$ cat src/rtl/hazard_stall_ctrl.sv
// Hazard/stall control for a 5-stage MIPS-style pipeline with a multi-cycle mult/div unit.
// Latency: stall/IDEX_clr/md_busy are combinational from the D-stage inputs; scoreboard updates one cycle later.
// Backpressure: stall holds PC and IF/ID and bubbles ID/EX; md_busy blocks HI/LO users until the unit drains.
module hazard_stall_ctrl (
  input  logic       clk,
  input  logic       reset,
  input  logic [4:0] rsD,
  input  logic [4:0] rtD,
  input  logic [1:0] TuseRs,
  input  logic [1:0] TuseRt,
  input  logic [1:0] ResD,
  input  logic [4:0] dstD,
  input  logic       mdD,
  input  logic [1:0] mdstartD,
  input  logic       flushE,
  output logic       stall,
  output logic       IDEX_clr,
  output logic       md_busy
);

  localparam logic [1:0] RES_NW  = 2'b00;
  localparam logic [1:0] RES_ALU = 2'b01;
  localparam logic [1:0] RES_DM  = 2'b10;

  localparam logic [1:0] MD_MULT = 2'b01;
  localparam logic [1:0] MD_DIV  = 2'b10;

  localparam logic [3:0] MULT_CYCLES = 4'd5;
  localparam logic [3:0] DIV_CYCLES  = 4'd10;

  // Stage index: 0 = E, 1 = M, 2 = W
  function automatic logic [1:0] tnew_f(input logic [1:0] res, input logic [1:0] stage);
    logic [1:0] t;
    t = 2'd0;
    if (res == RES_ALU && stage == 2'd0) t = 2'd1;
    if (res == RES_DM) begin
      if (stage == 2'd0) t = 2'd2;
      else if (stage == 2'd1) t = 2'd1;
    end
    return t;
  endfunction

  // Tuse of 3 can never be exceeded since Tnew tops out at 2.
  function automatic logic src_haz_f(input logic [4:0] src, input logic [1:0] tuse,
                                     input logic [1:0] res, input logic [4:0] dst,
                                     input logic [1:0] stage);
    return (src != 5'd0) && (src == dst) && (res != RES_NW) && (tnew_f(res, stage) > tuse);
  endfunction

  logic [1:0] res_e_q, res_m_q, res_w_q;
  logic [4:0] dst_e_q, dst_m_q, dst_w_q;
  logic       mds_e_q;
  logic [3:0] md_cnt_q;

  logic [1:0] res_e_d;
  logic [4:0] dst_e_d;
  logic       mds_e_d;
  logic [3:0] md_cnt_d;

  logic rs_haz, rt_haz, md_haz, bubble, md_go;

  // Hazard detection against the E/M/W scoreboard and the mult/div unit
  always_comb begin
    rs_haz = src_haz_f(rsD, TuseRs, res_e_q, dst_e_q, 2'd0)
           | src_haz_f(rsD, TuseRs, res_m_q, dst_m_q, 2'd1)
           | src_haz_f(rsD, TuseRs, res_w_q, dst_w_q, 2'd2);
    rt_haz = src_haz_f(rtD, TuseRt, res_e_q, dst_e_q, 2'd0)
           | src_haz_f(rtD, TuseRt, res_m_q, dst_m_q, 2'd1)
           | src_haz_f(rtD, TuseRt, res_w_q, dst_w_q, 2'd2);
    md_busy  = (md_cnt_q != 4'd0) | mds_e_q;
    md_haz   = mdD & md_busy;
    stall    = rs_haz | rt_haz | md_haz;
    IDEX_clr = stall;
  end

  // Next E entry and mult/div counter; a stalled or flushed D becomes one bubble
  always_comb begin
    bubble   = stall | flushE;
    md_go    = ~bubble & ((mdstartD == MD_MULT) | (mdstartD == MD_DIV));
    res_e_d  = bubble ? RES_NW : ResD;
    dst_e_d  = bubble ? 5'd0 : dstD;
    mds_e_d  = md_go;
    md_cnt_d = md_cnt_q;
    if (md_go && mdstartD == MD_MULT)     md_cnt_d = MULT_CYCLES;
    else if (md_go && mdstartD == MD_DIV) md_cnt_d = DIV_CYCLES;
    else if (md_cnt_q != 4'd0)            md_cnt_d = md_cnt_q - 4'd1;
  end

  // Scoreboard shift W<=M<=E<=D; reset clears everything including an in-flight divide
  always_ff @(posedge clk) begin
    if (reset) begin
      res_e_q  <= RES_NW;
      dst_e_q  <= 5'd0;
      mds_e_q  <= 1'b0;
      res_m_q  <= RES_NW;
      dst_m_q  <= 5'd0;
      res_w_q  <= RES_NW;
      dst_w_q  <= 5'd0;
      md_cnt_q <= 4'd0;
    end else begin
      res_w_q  <= res_m_q;
      dst_w_q  <= dst_m_q;
      res_m_q  <= res_e_q;
      dst_m_q  <= dst_e_q;
      res_e_q  <= res_e_d;
      dst_e_q  <= dst_e_d;
      mds_e_q  <= mds_e_d;
      md_cnt_q <= md_cnt_d;
    end
  end

endmodule

$ cat config.mk
export PLATFORM = sky130hd
export DESIGN_NAME = hazard_stall_ctrl
export DESIGN_NICKNAME = d
export VERILOG_FILES = /design/src/rtl/hazard_stall_ctrl.sv
export SDC_FILE = /design/constraint.sdc
export NUM_CORES = 1
export LEC_CHECK = 0
export ABC_AREA = 1
export CAP_MARGIN = 20
export CORE_MARGIN = 8
export CORE_UTILIZATION = 25
export DETAILED_ROUTE_END_ITERATION = 10
export GPL_TIMING_DRIVEN = 0
export PLACE_DENSITY = 0.54
export SETUP_SLACK_MARGIN = 0.4
export SYNTH_ARGS = -nofsm -noshare
export SYNTH_HDL_FRONTEND = slang
export SYNTH_SLANG_ARGS = --single-unit
$ cat constraint.sdc
create_clock -name clk -period 5.55 [get_ports clk]
set_input_delay 1.11 -clock clk [delete_from_list [all_inputs] [get_ports clk]]
set_output_delay 1.11 -clock clk [all_outputs]
set_load 0.01 [all_outputs]
==> flow_summary.toml, run 1 <==
[critical_path]
end_kind = "output port"
cpMaxStageDelayCell = "clkdlybuf4s50_1"
cp_max_fo = 3
r2r_cells = 15
cp_top_family = "buffers and inverters"
worst-path-buf-inv = 5
critPathMaxStageDelay_ns = 0.52
r2r_start = "res_e_q[1]$_SDFF_PP0_"
reg2reg_slack_ns = 3.67
crit_path_frequent_cell = "nand2_1"
worstSetupPathType = "in -> out"
r2r_end = "dst_e_q[3]$_SDFF_PP0_"
crit_path_cell_trace = "clkdlybuf4s50_1 > inv_1 > ha_1 > inv_1 > o21bai_1 > nand2_1 > nor2_1 > nand2_1 > nand2_1 > nand2_1 > nand3_2 > buf_4 > clkdlybuf4s50_1"
cp-start-kind = "input pin"
cp.required_ns = 4.44
critPathArrivalTime_ns = 3.26

[sta]
setup_tns_ns = 0
min_period_over_period_pct = 78.7
slew_violations = 0
worst_pin_slew_ns = 0.552
setup_violations = 0
worst_slack_ns = 1.18
hold_violations = 0
rsz0062_at_grt = "false"
maxSlewHeadroom_pct = 63.2
period_needed_ns = 4.37
fmax_ghz = 0.229
fin_worst_skew_ns = 0.00139

[grt]
track_usage_pct = 8.33
grt_overflow = 0
grt_pass1_wl_um = 5010
first_global_vias = 1120
antenna_found_initial = 0
grt_max_degree = 11

[synth]
ys_seq_area_share_pct = 29.6
ys_seq_elements = 19
synth_cell_types = 25
synth_top_cell_area_share_pct = 29.6
syn_nets = 241
postSynthAreaPerCell_sq_um = 6.27
syn_area_sq_um = 1280
synth.area.top_cells = "dfxtp_1 30%, nand2_1 15%, inv_1 14%"
synthCells = 205
yosys.area.top_type = "dfxtp_1"
yosys_warnings = 0

[route]
drtIter0Drc = 47
vias_per_cell = 3.81
vias = 1170
drc_errors = 0
routed_wirelength_um = 2930
wl_per_cell_um = 9.54
first_pass_iters = 5
ant_nets = 0

[power]
switching_power_mw = 0.157
pwr-share-clk_pct = 20.8
seqPwrFrac_pct = 35.8
power.internal_mw = 0.303
p_per_area_nw_per_um2 = 271
switching_share_pct = 34.1
leakage_nw = 0.831
p_comb_share_pct = 43.4
ir_drop_mv = 0.0869

[clock_network]
cts.repair.resized = 0
postCtsSetupBuffers = 0
root_buffer = "clkbuf_8"
cts_buffers = 3
htreeDepth = 1
clock_path_buffers = 2
cts_tree = "built"
cts.clk_slew.worst_paths_ns = 0.07
cts_sinks = 19
postCtsHoldBufs = 0
clock_latency_ns = 0.25

[flow_run]
max_cap_viol_count = 0

[placement]
dpl-instance-area_sq_um = 1650
gp_congestion = 0.781
pre_cts_slack_ns = 1.16
io_buffer_count = 28
dp_hpwl_um = 2510

[final_layout]
n_fill_cell = 547
final_common_cell = "nand2_1"
finish.net_count = 274
final_design_area_no_fill_sq_um = 1700
area_growth_pct = 32.1
antenna_cells = 0
final_cell_mix = "51 x nand2_1, 47 x inv_1, 37 x nor2_1"
drive_gt1_share_pct = 5.91

[hold_path]
worstHoldStart = "res_e_q[0]$_SDFF_PP0_"
hold_path_end = "res_m_q[0]$_SDFF_PP0_"
hold_class = "reg -> reg"
min_path_cells = 2

[floorplan]
start_util_pct = 25.5
pin_count = 30
core_area_sq_um = 5040
dieHeight_um = 87.7
die_area_sq_um = 7690
row_count = 26
die_x_um = 87.7

[run_status]
status = "complete, no violations"
## sequential cells by signal, summed over array words and instances, names as in the netlist
| register | cells |
|---|---|
| dst_m_q | 5 |
| res_e_q | 2 |
| mds_e_q | 1 |
| dst_e_q | 5 |
| res_m_q | 2 |
| md_cnt_q | 4 |
## metal layers
layer	GRT usage (%)	part of all wire, %	wire length (um)	up-vias
met4	3.28	1.3	38	0
li1	-	-	-	670
met3	1.13	2.5	74	2
met2	12.3	42	1230	22
met1	11.8	54	1590	476
met5	0	0	0	-
## through the flow
step	utilization, %	total power [mW]	hold WS (ns)	std cells
5_1_grt	33.7	0.505	0.488	307
6_report	33.7	0.460	0.451	307
2_1_floorplan	-	0.304	0.430	205
3_3_place_gp	32.8	0.368	0.443	303
3_5_place_dp	32.8	0.369	0.444	303
4_1_cts	33.7	0.468	0.454	307
## cells by family after synthesis
| kind of cell | count (synthesis) | synth area share (%) |
|---|---|---|
| and+or+nand+nor | 108 | 36.3 |
| xor gates and xnor gates | 8 | 5.45 |
| AOI/OAI and AO/OA | 11 | 4.97 |
| buffers and inverters | 50 | 14.9 |
| DFF | 19 | 29.6 |
| adders and majority gates | 9 | 8.76 |
## power by group through the flow
stage | combinational, mW | sequential (mW) | clock (mW)
final | 0.199 | 0.165 | 0.0958
after global routing | 0.232 | 0.167 | 0.106
after CTS | 0.202 | 0.165 | 0.101
after detailed placement | 0.201 | 0.168 | 0
after global placement | 0.200 | 0.168 | 0
after floorplan | 0.138 | 0.166 | 0
## cells in the mapped netlist, drive strengths merged
master   n
a21oi    6
o21ai    3
inv     47
ha       9
o21bai   1
nor3     2
buf      1
nor2    39
clkbuf   1
dfxtp   19
o211ai   1
xor2     5
nand3    8
nand2   55
clkinv   1
xnor2    3
nand4    3
or2      1
## layout make-up
class / count / area, sq um / share of cell area (%)
tap: 70 / 87.6 / 5.16
timing repair buffer: 28 / 280 / 16.5
inverter: 48 / 180 / 10.6
sequential: 19 / 380 / 22.4
clock buffer: 4 / 45.0 / 2.65
multi-input combinational: 136 / 713 / 42.0
buffer: 2 / 11.3 / 0.663
## worst max-delay path by stage
stage               from  endpoint  slack, ns  depth (start not counted)
2_1_floorplan  TuseRt[1]     stall       2.26                         12
3_3_place_gp   TuseRt[1]     stall       1.16                         14
3_5_place_dp   TuseRt[1]     stall       1.16                         13
4_1_cts        TuseRt[1]     stall       1.15                         14
5_1_grt        TuseRt[1]     stall       1.03                         13
6_report       TuseRt[1]     stall       1.18                         13
## worst min-delay path, delay by kind of cell, from the launching register on
family	cells	cell delay (ns)
buffers and inverters	1	0.05
DFF	1	0.33
and+or+nand+nor	1	0.03
(Power assumes the default switching activity.)
==> run 2: changes to the inputs <==
- clock period: 5.55 -> 4.2 ns (I/O delays scaled with it)
==> flow_summary.toml, run 2 (synthesis gave the netlist of run 1 again) <==
[route]
wl_per_cell_um = 9.55
drc_errors = 0
vias = 1170
ant_nets = 0
routed_wirelength_um = 2930
vias_per_cell = 3.81
first_pass_iters = 5
drtIter0Drc = 44

[power]
pwr-share-clk_pct = 20.9
p_comb_share_pct = 43.0
ir_drop_mv = 0.115
leakage_nw = 0.846
switching_power_mw = 0.207
power.internal_mw = 0.397
p_per_area_nw_per_um2 = 356
switching_share_pct = 34.3
seqPwrFrac_pct = 36.0

[clock_network]
cts_sinks = 19
postCtsHoldBufs = 0
clock_path_buffers = 2
htreeDepth = 1
cts.clk_slew.worst_paths_ns = 0.07
root_buffer = "clkbuf_8"
clock_latency_ns = 0.25
cts_tree = "built"
cts_buffers = 3

[floorplan]
core_area_sq_um = 5040
start_util_pct = 25.5
die_x_um = 87.7
dieHeight_um = 87.7
die_area_sq_um = 7690
row_count = 26
pin_count = 30

[grt]
grt_pass1_wl_um = 5010
grt_overflow = 0
first_global_vias = 1120
track_usage_pct = 8.33
antenna_found_initial = 0
grt_max_degree = 11

[sta]
fin_worst_skew_ns = 0.00139
fmax_ghz = 0.281
worst_pin_slew_ns = 0.552
min_period_over_period_pct = 84.8
hold_violations = 0
setup_violations = 0
slew_violations = 0
maxSlewHeadroom_pct = 63.2
rsz0062_at_grt = "false"
setup_tns_ns = 0
period_needed_ns = 3.56

[critical_path]
r2r_end = "dst_e_q[3]$_SDFF_PP0_"
end_kind = "output port"
r2r_start = "res_e_q[1]$_SDFF_PP0_"
reg2reg_slack_ns = 2.33
critPathArrivalTime_ns = 2.72
worstSetupPathType = "in -> out"
r2r_cells = 15
cp.required_ns = 3.36
cp_max_fo = 3
cp-start-kind = "input pin"

[placement]
gp_congestion = 0.781
io_buffer_count = 28
dp_hpwl_um = 2510

[final_layout]
final_common_cell = "nand2_1"
multi_input_area_sq_um = 713
largestRegisters = "dst_e_q: 5 flops, dst_m_q: 5 flops, md_cnt_q: 4 flops"
drive_gt1_share_pct = 5.91
final_cell_mix = "51 x nand2_1, 47 x inv_1, 37 x nor2_1"
area_growth_pct = 32.2
n_fill_cell = 549
antenna_cells = 0
regArea_sq_um = 380
finish.net_count = 274
utilization_pct = 33.7

[hold_path]
hold_path_end = "res_m_q[0]$_SDFF_PP0_"
hold_class = "reg -> reg"
min_path_cells = 2
worstHoldStart = "res_e_q[0]$_SDFF_PP0_"

[flow_run]
max_cap_viol_count = 0

[run_status]
status = "complete, no violations"
run 2: how the worst max path moves through the flow:
stage,slack [ns],cells after the start,endpoint,start
final,0.64,13,stall,TuseRs[1]
after global routing,0.44,13,stall,TuseRs[1]
after CTS,0.43,13,IDEX_clr,TuseRt[1]
after detailed placement,0.35,13,stall,TuseRt[1]
after global placement,0.35,14,stall,TuseRt[1]
after floorplan,1.45,12,stall,TuseRt[1]
run 2: layer usage:
metal  track usage, %  vias up  part of all wire, %
met2             12.3       22                   42
li1                 -      670                    -
met1             11.8      476                   54
met3             1.13        2                  2.5
met4             3.28        0                  1.3
met5                0        -                    0
run 2: timing repair:
action | CTS | global route
setup buffers | 0 | 0
resized for setup | 1 | 1
setup endpoints to repair | 1 | 1
run 2: area by class of cell:
type | instances | share of cell area, %
multi-input combinational | 136 | 42.0
sequential | 19 | 22.4
timing repair buffer | 28 | 16.6
inverter | 48 | 10.6
tap | 70 | 5.15
clock buffer | 4 | 2.65
buffer | 2 | 0.663
run 2: worst max-delay path: stages:
cell             delay (ns)
clkdlybuf4s50_1        0.48
inv_1                  0.05
ha_1                   0.29
inv_1                  0.05
nor2_1                 0.03
o21ai_0                0.13
nor2_1                 0.06
nand2_1                0.07
nand2_1                0.05
nand2_1                0.12
nand3_2                0.13
buf_4                  0.15
dlygate4sd2_1          0.27
run 2: metrics by stage:
stage                     hold WS [ns]  total power [mW]  cell area (sq um)  setup WS, ns  std cells
after global routing             0.488             0.663               1700         0.442        307
final                            0.451             0.604               1700         0.639        307
after floorplan                  0.430             0.401               1280          1.45        205
after detailed placement         0.444             0.488               1650         0.350        303
after global placement           0.443             0.487               1650         0.355        303
after CTS                        0.454             0.616               1700         0.431        307
run 2: power groups by stage:
stage / combinational (mW) / clock [mW] / sequential [mW]
2_1_floorplan: 0.182 / 0 / 0.219
3_3_place_gp: 0.265 / 0 / 0.222
3_5_place_dp: 0.266 / 0 / 0.222
4_1_cts: 0.264 / 0.134 / 0.218
5_1_grt: 0.302 / 0.140 / 0.221
6_report: 0.260 / 0.127 / 0.218
==> run 3: changes to the inputs <==
- PLACE_DENSITY: 0.54 -> 0.55
- clock period: 4.2 -> 2.9 ns (I/O delays scaled with it)
==> flow_summary.toml, run 3 (synthesis gave the netlist of run 1 again) <==
[sta]
maxSlewHeadroom_pct = 68.6
worst_slack_ns = 0.395
min_period_over_period_pct = 86.4
slew_violations = 0
worst_pin_slew_ns = 0.472
hold_violations = 0
rsz0062_at_grt = "true"
fmax_ghz = 0.399
setup_tns_ns = 0
setup_violations = 0
fin_worst_skew_ns = 0.00376
period_needed_ns = 2.50
holdWs_ns = 0.479

[placement]
place_inst = 303
pre_cts_slack_ns = -0.460
gp_congestion = 0.810
io_buffer_count = 28
dp_hpwl_um = 2480

[grt]
grt_max_degree = 11
first_global_vias = 1145
antenna_found_initial = 0
grt_pass1_wl_um = 5070
grt_overflow = 0
track_usage_pct = 8.46

[floorplan]
start_util_pct = 25.5
die_x_um = 87.7
die_area_sq_um = 7690
pin_count = 30
core_area_sq_um = 5040
dieHeight_um = 87.7
row_count = 26

[power]
p_per_area_nw_per_um2 = 508
leakage_nw = 0.883
ir_drop_mv = 0.147

[clock_network]
cts.clk_slew.worst_paths_ns = 0.07
cts_buffers = 3
cts_sinks = 19
clock_latency_ns = 0.25
root_buffer = "clkbuf_8"
clock_path_buffers = 2
cts_tree = "built"
htreeDepth = 1

[route]
vias_per_cell = 3.86
ant_nets = 0
drtIter0Drc = 37
drc_errors = 0
vias = 1200
first_pass_iters = 4
routed_wirelength_um = 3090
wl_per_cell_um = 9.93

[final_layout]
area_growth_pct = 39.3
final_common_cell = "nand2_1"
finish.net_count = 278
drive_gt1_share_pct = 15.8
utilization_pct = 35.5
antenna_cells = 0
fin_cells = 311
final_cell_mix = "47 x nand2_1, 43 x inv_1, 35 x nor2_1"
largestRegisters = "dst_e_q: 5 flops, dst_m_q: 5 flops, md_cnt_q: 4 flops"

[critical_path]
reg2reg_slack_ns = 0.96
end_kind = "output port"
worstSetupPathType = "in -> out"
cp_max_fo = 3
critPathArrivalTime_ns = 1.92
cp.required_ns = 2.32
cp-start-kind = "input pin"

[flow_run]
max_cap_viol_count = 0

[hold_path]
hold_class = "reg -> reg"

[run_status]
status = "complete, no violations"
run 3: cell count changes in the layout (fill, tap and decap cells not counted), moves of 3 or more:
cell / previous run / this run
nand2_1: 51 / 47
clkdlybuf4s50_1: 26 / 14
buf_4: 1 / 4
inv_1: 47 / 43
inv_2: 0 / 4
nand2_2: 3 / 7
dlygate4sd2_1: 1 / 7
run 3: critical path, stage by stage:
cell and delay [ns]:
clkdlybuf4s50_1 0.52, nand2_1 0.07, nand2_1 0.07, nand2_1 0.06, nor2_2 0.13, nand2_1 0.08
nand2_2 0.08, nand2_2 0.07, nand3_4 0.09, buf_6 0.09, buf_6 0.09
run 3: timing repair:
item | CTS | global route
hold buffers | 0 | 0
pin swaps | 11 | 9
gates resized for setup | 37 | 9
setup endpoints to repair | 2 | 2
buffers inserted | 4 | 0
run 3: worst paths after layout:
| check | startpoint | endpoint | depth (start not counted) |
|---|---|---|---|
| setup / recovery | rtD[0] | stall | 11 |
| hold / removal | res_e_q[0]$_SDFF_PP0_ | res_m_q[0]$_SDFF_PP0_ | 2 |
| setup reg to reg | res_e_q[1]$_SDFF_PP0_ | mds_e_q$_SDFF_PP0_ | 16 |
| hold reg to reg | res_e_q[0]$_SDFF_PP0_ | res_m_q[0]$_SDFF_PP0_ | 2 |
run 3: layout make-up:
type                       instances  area, sq um
sequential                        19          383
multi-input combinational        136          781
inverter                          48          180
fill                             554         3250
timing repair buffer              32          299
buffer                             2         15.0
tap                               70         87.6
clock buffer                       4         45.0
run 3: report_power, final:
group	internal [mW]	switching [mW]	leakage (nW)	total, mW
clock network	0.0974	0.0861	0.0228	0.184
logic	0.200	0.208	0.704	0.408
registers	0.295	0.0222	0.156	0.318
run 3: through the flow:
step           cell area (sq um)  power, mW
5_1_grt                     1790      0.997
6_report                    1790      0.909
3_3_place_gp                1650      0.706
3_5_place_dp                1650      0.706
4_1_cts                     1750      0.903
2_1_floorplan               1280      0.581
run 3: per-layer routing:
layer	part of all wire (%)	global-route usage (%)
met4	1.3	3.28
met2	44	12.9
met5	0	0
met1	52	11.4
met3	2.6	1.50
